--- src/rtl/sys_defs.sv ---
// Shared bus definitions for the memory request arbiter: command encoding,
// tag width and the owner-table entry layout. XLEN defaults to 32 if unset.
`ifndef XLEN
`define XLEN 32
`endif

package sys_defs;

    localparam int TAG_W    = 4;
    localparam int NUM_TAGS = 2 ** TAG_W;

    typedef enum logic [1:0] {
        BUS_NONE  = 2'h0,
        BUS_LOAD  = 2'h1,
        BUS_STORE = 2'h2
    } bus_command_t;

    typedef enum logic {
        OWNER_ICACHE = 1'b0,
        OWNER_DCACHE = 1'b1
    } owner_t;

    typedef struct packed {
        logic   valid;
        owner_t owner;
    } owner_entry_t;

endpackage

--- src/rtl/mem_tag_owner_table.sv ---
// Tag -> requester ownership table: one entry per memory tag, written on an
// accepted load, cleared on the matching return, looked up combinationally.
module mem_tag_owner_table
    import sys_defs::*;
(
    input  logic             clock,
    input  logic             reset,
    input  logic             write_en,
    input  logic [TAG_W-1:0] write_tag,
    input  owner_t           write_owner,
    input  logic             clear_en,
    input  logic [TAG_W-1:0] clear_tag,
    input  logic [TAG_W-1:0] lookup_tag,
    output owner_entry_t     lookup_entry,
    input  logic [TAG_W-1:0] probe_tag,
    output owner_entry_t     probe_entry
);

    owner_entry_t entries [NUM_TAGS];

    always_ff @(posedge clock) begin
        if (reset) begin
            // NOTE: every entry is reset so outstanding tags are dropped; this keeps the table in flops rather than RAM.
            for (int i = 0; i < NUM_TAGS; i++) begin
                entries[i] <= '{valid: 1'b0, owner: OWNER_ICACHE};
            end
        end else begin
            if (clear_en) begin
                entries[clear_tag].valid <= 1'b0;
            end
            // Issued after the clear, so a same-tag re-accept keeps the new entry.
            if (write_en) begin
                entries[write_tag] <= '{valid: 1'b1, owner: write_owner};
            end
        end
    end

    assign lookup_entry = entries[lookup_tag];
    assign probe_entry  = entries[probe_tag];

endmodule

--- src/rtl/mem_req_arbiter.sv ---
// Arbitrates icache/dcache requests onto a single memory port and routes
// accept/return tags back to the owner. Round-robin conflicts: ARB_ROUND_ROBIN_EN.
module mem_req_arbiter
    import sys_defs::*;
(
    input  logic              clock,
    input  logic              reset,
    input  logic [1:0]        icache2ctlr_command,
    input  logic [`XLEN-1:0]  icache2ctlr_addr,
    input  logic [1:0]        dcache2ctlr_command,
    input  logic [`XLEN-1:0]  dcache2ctlr_addr,
    input  logic [63:0]       dcache2ctlr_data,
    output logic [1:0]        proc2mem_command,
    output logic [`XLEN-1:0]  proc2mem_addr,
    output logic [63:0]       proc2mem_data,
    input  logic [TAG_W-1:0]  mem2proc_response,
    input  logic [63:0]       mem2proc_data,
    input  logic [TAG_W-1:0]  mem2proc_tag,
    output logic [TAG_W-1:0]  Ctlr2icache_response,
    output logic [63:0]       Ctlr2icache_data,
    output logic [TAG_W-1:0]  Ctlr2icache_tag,
    output logic [TAG_W-1:0]  Ctlr2proc_response,
    output logic [63:0]       Ctlr2proc_data,
    output logic [TAG_W-1:0]  Ctlr2proc_tag,
    output logic              route_err
);

    logic         icache_req;
    logic         dcache_req;
    logic         grant_icache;
    logic         grant_dcache;
    logic         accept;
    logic         table_write;
    logic         return_valid;
    logic         return_hit;
    logic         overwrite_err;
    owner_entry_t return_entry;
    owner_entry_t accept_entry;

    assign icache_req = (icache2ctlr_command != BUS_NONE);
    assign dcache_req = (dcache2ctlr_command != BUS_NONE);

`ifdef ARB_ROUND_ROBIN_EN
    owner_t last_grant;

    // Reset leaves icache as last grant, so dcache wins the first conflict.
    assign grant_dcache = dcache_req && (!icache_req || last_grant == OWNER_ICACHE);

    always_ff @(posedge clock) begin
        if (reset) begin
            last_grant <= OWNER_ICACHE;
        end else if (accept) begin
            last_grant <= grant_dcache ? OWNER_DCACHE : OWNER_ICACHE;
        end
    end
`else
    assign grant_dcache = dcache_req;
`endif

    assign grant_icache = icache_req && !grant_dcache;
    assign accept       = (grant_icache || grant_dcache) && (mem2proc_response != '0);

    always_comb begin
        proc2mem_command = BUS_NONE;
        proc2mem_addr    = '0;
        proc2mem_data    = '0;
        if (grant_dcache) begin
            proc2mem_command = dcache2ctlr_command;
            proc2mem_addr    = dcache2ctlr_addr;
            proc2mem_data    = dcache2ctlr_data;
        end else if (grant_icache) begin
            proc2mem_command = icache2ctlr_command;
            proc2mem_addr    = icache2ctlr_addr;
        end
    end

    assign Ctlr2icache_response = (accept && grant_icache) ? mem2proc_response : '0;
    assign Ctlr2proc_response   = (accept && grant_dcache) ? mem2proc_response : '0;
    assign Ctlr2icache_data     = mem2proc_data;
    assign Ctlr2proc_data       = mem2proc_data;

    assign table_write = accept && (proc2mem_command == BUS_LOAD);

    mem_tag_owner_table u_owner_table (
        .clock        (clock),
        .reset        (reset),
        .write_en     (table_write),
        .write_tag    (mem2proc_response),
        .write_owner  (grant_dcache ? OWNER_DCACHE : OWNER_ICACHE),
        .clear_en     (return_hit),
        .clear_tag    (mem2proc_tag),
        .lookup_tag   (mem2proc_tag),
        .lookup_entry (return_entry),
        .probe_tag    (mem2proc_response),
        .probe_entry  (accept_entry)
    );

    assign return_valid = (mem2proc_tag != '0);
    assign return_hit   = return_valid && return_entry.valid;

    assign Ctlr2icache_tag = (return_hit && return_entry.owner == OWNER_ICACHE) ? mem2proc_tag : '0;
    assign Ctlr2proc_tag   = (return_hit && return_entry.owner == OWNER_DCACHE) ? mem2proc_tag : '0;

    // A tag returned in the same cycle is free again, so re-accepting it is legal.
    assign overwrite_err = table_write && accept_entry.valid
                        && !(return_hit && mem2proc_tag == mem2proc_response);

    always_ff @(posedge clock) begin
        if (reset) begin
            route_err <= 1'b0;
        end else if ((return_valid && !return_entry.valid) || overwrite_err) begin
            route_err <= 1'b1;
        end
    end

endmodule

--- config.mk ---
export PLATFORM = sky130hd
export DESIGN_NAME = mem_req_arbiter
export DESIGN_NICKNAME = d
export VERILOG_FILES = /design/src/rtl/sys_defs.sv /design/src/rtl/mem_tag_owner_table.sv /design/src/rtl/mem_req_arbiter.sv
export SDC_FILE = /design/constraint.sdc
export NUM_CORES = 1
export LEC_CHECK = 0
export BUFFER_PORTS_ARGS = -buffer_cell sky130_fd_sc_hd__buf_4
export CAP_MARGIN = 20
export CORE_AREA = 2 2 173 175
export DETAILED_ROUTE_END_ITERATION = 12
export DIE_AREA = 0 0 175 177
export MAX_ROUTING_LAYER = met4
export PLACE_DENSITY_LB_ADDON = 0.25
export SYNTH_ARGS = -nofsm -noshare
export SYNTH_HDL_FRONTEND = slang
export SYNTH_HIERARCHICAL = 1
export SYNTH_SLANG_ARGS = --single-unit
--- constraint.sdc ---
create_clock -name clock -period 3 [get_ports clock]
set_clock_uncertainty 0.05 [all_clocks]
set_input_delay 0.3 -clock clock [delete_from_list [all_inputs] [get_ports clock]]
set_output_delay 0.3 -clock clock [all_outputs]
set_load 0.02 [all_outputs]
Yosys cells after proc, flatten, opt, wreduce, memory -nomap -nowiden
Memories as Yosys holds them, arrays and structs flattened.
Cells that the tools add are included.
{ "classes": {"add_sub_neg": 0, "multipliers": 0, "n_div": 0, "order_cmp": 0, "n_eq_ne": 2, "n_shift": 0, "muxes": 24, "bitwise": 1, "reduce_logical": 23} }
{ "ops": {"columns": ["op", "count"], "rows": [
  ["32-bit 2-to-1 mux", 2],
  ["64-bit 2-to-1 mux", 1],
  ["4-bit 2-to-1 mux", 6],
  ["1-bit logical AND", 12],
  ["1-bit 2-to-1 mux", 10],
  ["2-bit 2-to-1 mux", 5],
  ["4-bit nonzero test", 2],
  ["4-bit == test", 1],
  ["2-bit nonzero test", 2],
  ["2-bit OR reduction", 2],
  ["1-bit zero test", 3],
  ["2-bit by 1-bit == test with 1-bit output, second input constant", 1],
  ["1-bit logical OR", 2],
  ["1-bit inverter", 1]
]} }
{ "totals": {"reg_bits": 1, "latch_bits": 0, "ramBits": 32, "rom_bits": 0, "out_inout_bits": 243, "wordCells": 52, "n_memories": 1} }
{ "memory_table": {"columns": ["name", "words", "word_bits", "rd", "rd_clocked_by_memory_dff", "wr", "line", "text"], "rows": [
  ["u_owner_table.entries", 16, 2, 2, 0, 16, "mem_tag_owner_table.sv:19", "owner_entry_t entries [NUM_TAGS];"]
]} }

Logic depth before layout (Yosys ltp)
{ "logic_depth": {"ltp_word": 12, "mapped_depth": 8, "depth_no_buf": 7} }

Hierarchy
The synthesis kept the hierarchy.
{ "modules_own_cells": {"columns": ["mod", "n_inst", "cells_per_inst", "area_per_inst_um2", "seq_area_each_um2"], "rows": [
  ["mem_req_arbiter", 1, 278, 2021.9, 20.0],
  ["mem_tag_owner_table", 1, 179, 1889.3, 800.8]
]} }

Worst setup path before layout
OpenSTA, ideal clock, no wires.
{ "synth_path": {"kind": "input port to flip-flop", "start": "in mem2proc_tag[0]", "end": "mem u_owner_table/entries[0][1] (netlist bit)", "setup_time_ns": 0.120, "arrival_ns": 2.098, "t_required_ns": 2.830, "setup_slack_ns": 0.732, "stages": 8, "cell_sequence": "buf_2 > mux4_2 > nand3_1 > nand3_1 > nor2b_1 > or4b_4 > o311ai_2 > nand2_1"} }
{ "synth_rtl": {"columns": ["item", "line", "text"], "rows": [
  ["start: declaration", "mem_req_arbiter.sv:18", "input logic [TAG_W-1:0] mem2proc_tag,"],
  ["end: declaration", "mem_tag_owner_table.sv:19", null]
]} }

==> metrics.md <==
| Metric | Value |
|---|---|
| Status | `finished clean` |
| Clock sink count | `33` |
| Syn nets | `655` |
| Hold Path Class | `primary input to flop` |
| Max Freq | `about 0.42 GHz` |
| Worst Setup End Kind | `output port` |
| Setup Crit Path Kind | `flop to output port` |
| Ratio of cells with drive above 1 in the final layout | `0.498` |
| Die area | `around 31000 um2` |
| Leak Pwr | `roughly 2.4 nW` |
| H-tree Lvls | `2` |
| CP max stage delay | `around 0.51 ns` |
| CP max FO | `5` |
| Routed WL | `around 21 mm` |
| First-pass iteration count of the detailed router | `4` |
| Largest net degree at the start of global routing | `81` |
| Post-CTS sizing | `0` |
| Row Count | `63` |
| Crit path time final | `2.39 ns` |
| # nets final | `~770` |
| Warnings from Yosys | `6` |
| Peak supply drop | `0.143 mV` |
| Sequential Power Share | `0.291` |
| Clk Latency, worst-skew pair | `0.27 ns` |
| GPL Wtd Cong | `around 0.8` |
| Max Cap Violations | `0` |
| Max-slew violation count | `0` |
| Gr usage total | `0.133` |
| Slew at the pin closest to its max-slew limit | `approximately 0.61 ns` |
| Final HPWL DP | `17.9 mm` |
| Fin area | `between 5000 and 6000 um2` |
| Die H | `~180 um` |
| DRT iter0 DRCs | `220` |
| Root buffer cell | `clkbuf_16` |
| Post-route DRC violation count | `0` |
| Critical path cell sequence | `mux4_2 > a22oi_1 > nand3_1 > nor2b_1 > and2_1 > buf_4` |
| Cell Count, Final, Fillers Out | `about 960` |
| Average wire per standard cell | `roughly 22 um` |
| Slew margin rel. | `0.589` |
| Cell area after synthesis | `between 3000 and 4000 um2` |
| Worst slack, placed | `between 0.4 and 0.5 ns` |
| Synth Area per Inst | `between 8 and 9 um2` |
| Clock power frac | `0.285` |
| Post-Syn Instances | `449` |
| Final Hold Fails | `0` |
| Via total after detailed routing | `3560` |
| Die width | `roughly 180 um` |
| Inserted Clock Buffers | `5` |
| CP max-delay cell | `mux4_2` |
| Fin Setup TNS | `0 ns` |
| CP arrival | `a little over 2 ns` |
| Sw Ratio | `0.334` |
| Initial antenna violation count | `2` |
| # fillers | `between 3000 and 4000` |
| Vias in the first global route | `3592` |
| Area growth syn-to-layout | `38.9%` |
| TritonCTS clock tree | `yes` |
| First-pass GRT wire length | `between 20 and 30 mm` |
| Net switching power figure | `~0.57 mW` |
| Clock Pin Slew Worst Setup and Hold Paths | `roughly 0.050 ns` |
| RSZ-0062 raised after global routing | `no` |
| Final worst slack | `between 0.6 and 0.7 ns` |
| Grt ovf | `0` |
| Initial Util | `0.130` |
| Setup crit start kind | `flop` |
| Pwr dens | `~320 nW/um2` |
| Pint | `~1.1 mW` |
| Power share of the combinational group | `0.423` |
| Post-CTS Hold Fix Bufs | `0` |
| Critical Path RT | `~2.7 ns` |
| Routed Antenna Nets | `0` |
| Max clock buf depth | `2` |
| Setup violations, final | `0` |
| Port Buf Inserts | `between 200 and 300` |
| Part of the cycle the worst path needs | `0.796` |
| Placed instance count | `948` |
| Placed Area | `between 5000 and 6000 um2` |
| Core ar. | `just under 30000 um2` |
| Via density | `between 3 and 4` |
| Post-CTS setup buffer count | `0` |
| I/O pins | `about 450` |
power groups by stage:
stage | clock network, mW | logic, mW | registers [mW]
finish | 0.485 | 0.720 | 0.496
global route | 0.516 | 0.770 | 0.497
CTS | 0.497 | 0.736 | 0.496
detailed placement | 0 | 0.735 | 0.505
global placement | 0 | 0.732 | 0.506
floorplan | 0 | 0.565 | 0.503
flip-flops by register name, indices dropped and copies added, names as in the netlist:
| signal | count |
|---|---|
| u_owner_table/entries | 32 |
| route_err | 1 |
worst paths after layout:
path,startpoint,to,slack [ns],depth (start not counted)
worst min-delay path,reset,u_owner_table/entries[7][0],0.43,2
worst max register to register,u_owner_table/entries[13][1],u_owner_table/entries[0][1],0.72,7
worst max-delay path,u_owner_table/entries[7][0],Ctlr2icache_tag[2],0.61,6
worst min register to register,u_owner_table/entries[0][1],u_owner_table/entries[0][1],0.44,2
worst max-delay path: cells and delay by family, from the launching register on:
| kind | cells | cell delay (ns) |
|---|---|---|
| buffers and inverters | 1 | 0.14 |
| multiplexers | 1 | 0.51 |
| AO/OA/AOI/OAI | 1 | 0.18 |
| AND/OR/NAND/NOR | 3 | 0.56 |
| flip-flops | 1 | 0.39 |
cells in the final DEF, fill, tap and decap left out, types with 6 or more instances in the layout:
| cell | n |
|---|---|
| and2_1 | 78 |
| nand3_1 | 8 |
| dfxtp_1 | 17 |
| inv_1 | 7 |
| a22o_1 | 32 |
| nor2b_1 | 9 |
| nand2_1 | 40 |
| mux4_2 | 12 |
| o211ai_1 | 10 |
| o21ai_0 | 6 |
| buf_4 | 259 |
| edfxtp_1 | 16 |
| nor2_1 | 16 |
cell type report:
cell class	count	area [um2]	area share
clock buffer	8	136	0.0258
tap	390	488	0.0924
multi-input combinational	258	1840	0.348
timing repair buffer	260	1960	0.372
antenna	2	5.00	0.000948
sequential	33	821	0.155
inverter	7	26.3	0.00498
per-layer routing:
layer	up-vias	wire (um)	track usage	share of wire
met1	1652	7980	0.150	0.38
met4	0	323	0.0344	0.015
met3	25	2770	0.0707	0.13
met2	230	9870	0.207	0.47
met5	-	0	-	0
li1	1653	-	-	-
per-stage QoR:
step | utilization | hold slack (ns) | total power [mW]
after floorplan | - | 0.402 | 1.07
after global placement | 0.176 | 0.434 | 1.24
after detailed placement | 0.176 | 0.433 | 1.24
after CTS | 0.180 | 0.410 | 1.73
after global routing | 0.181 | 0.438 | 1.78
final | 0.181 | 0.426 | 1.70
(Power assumes the default switching activity.)
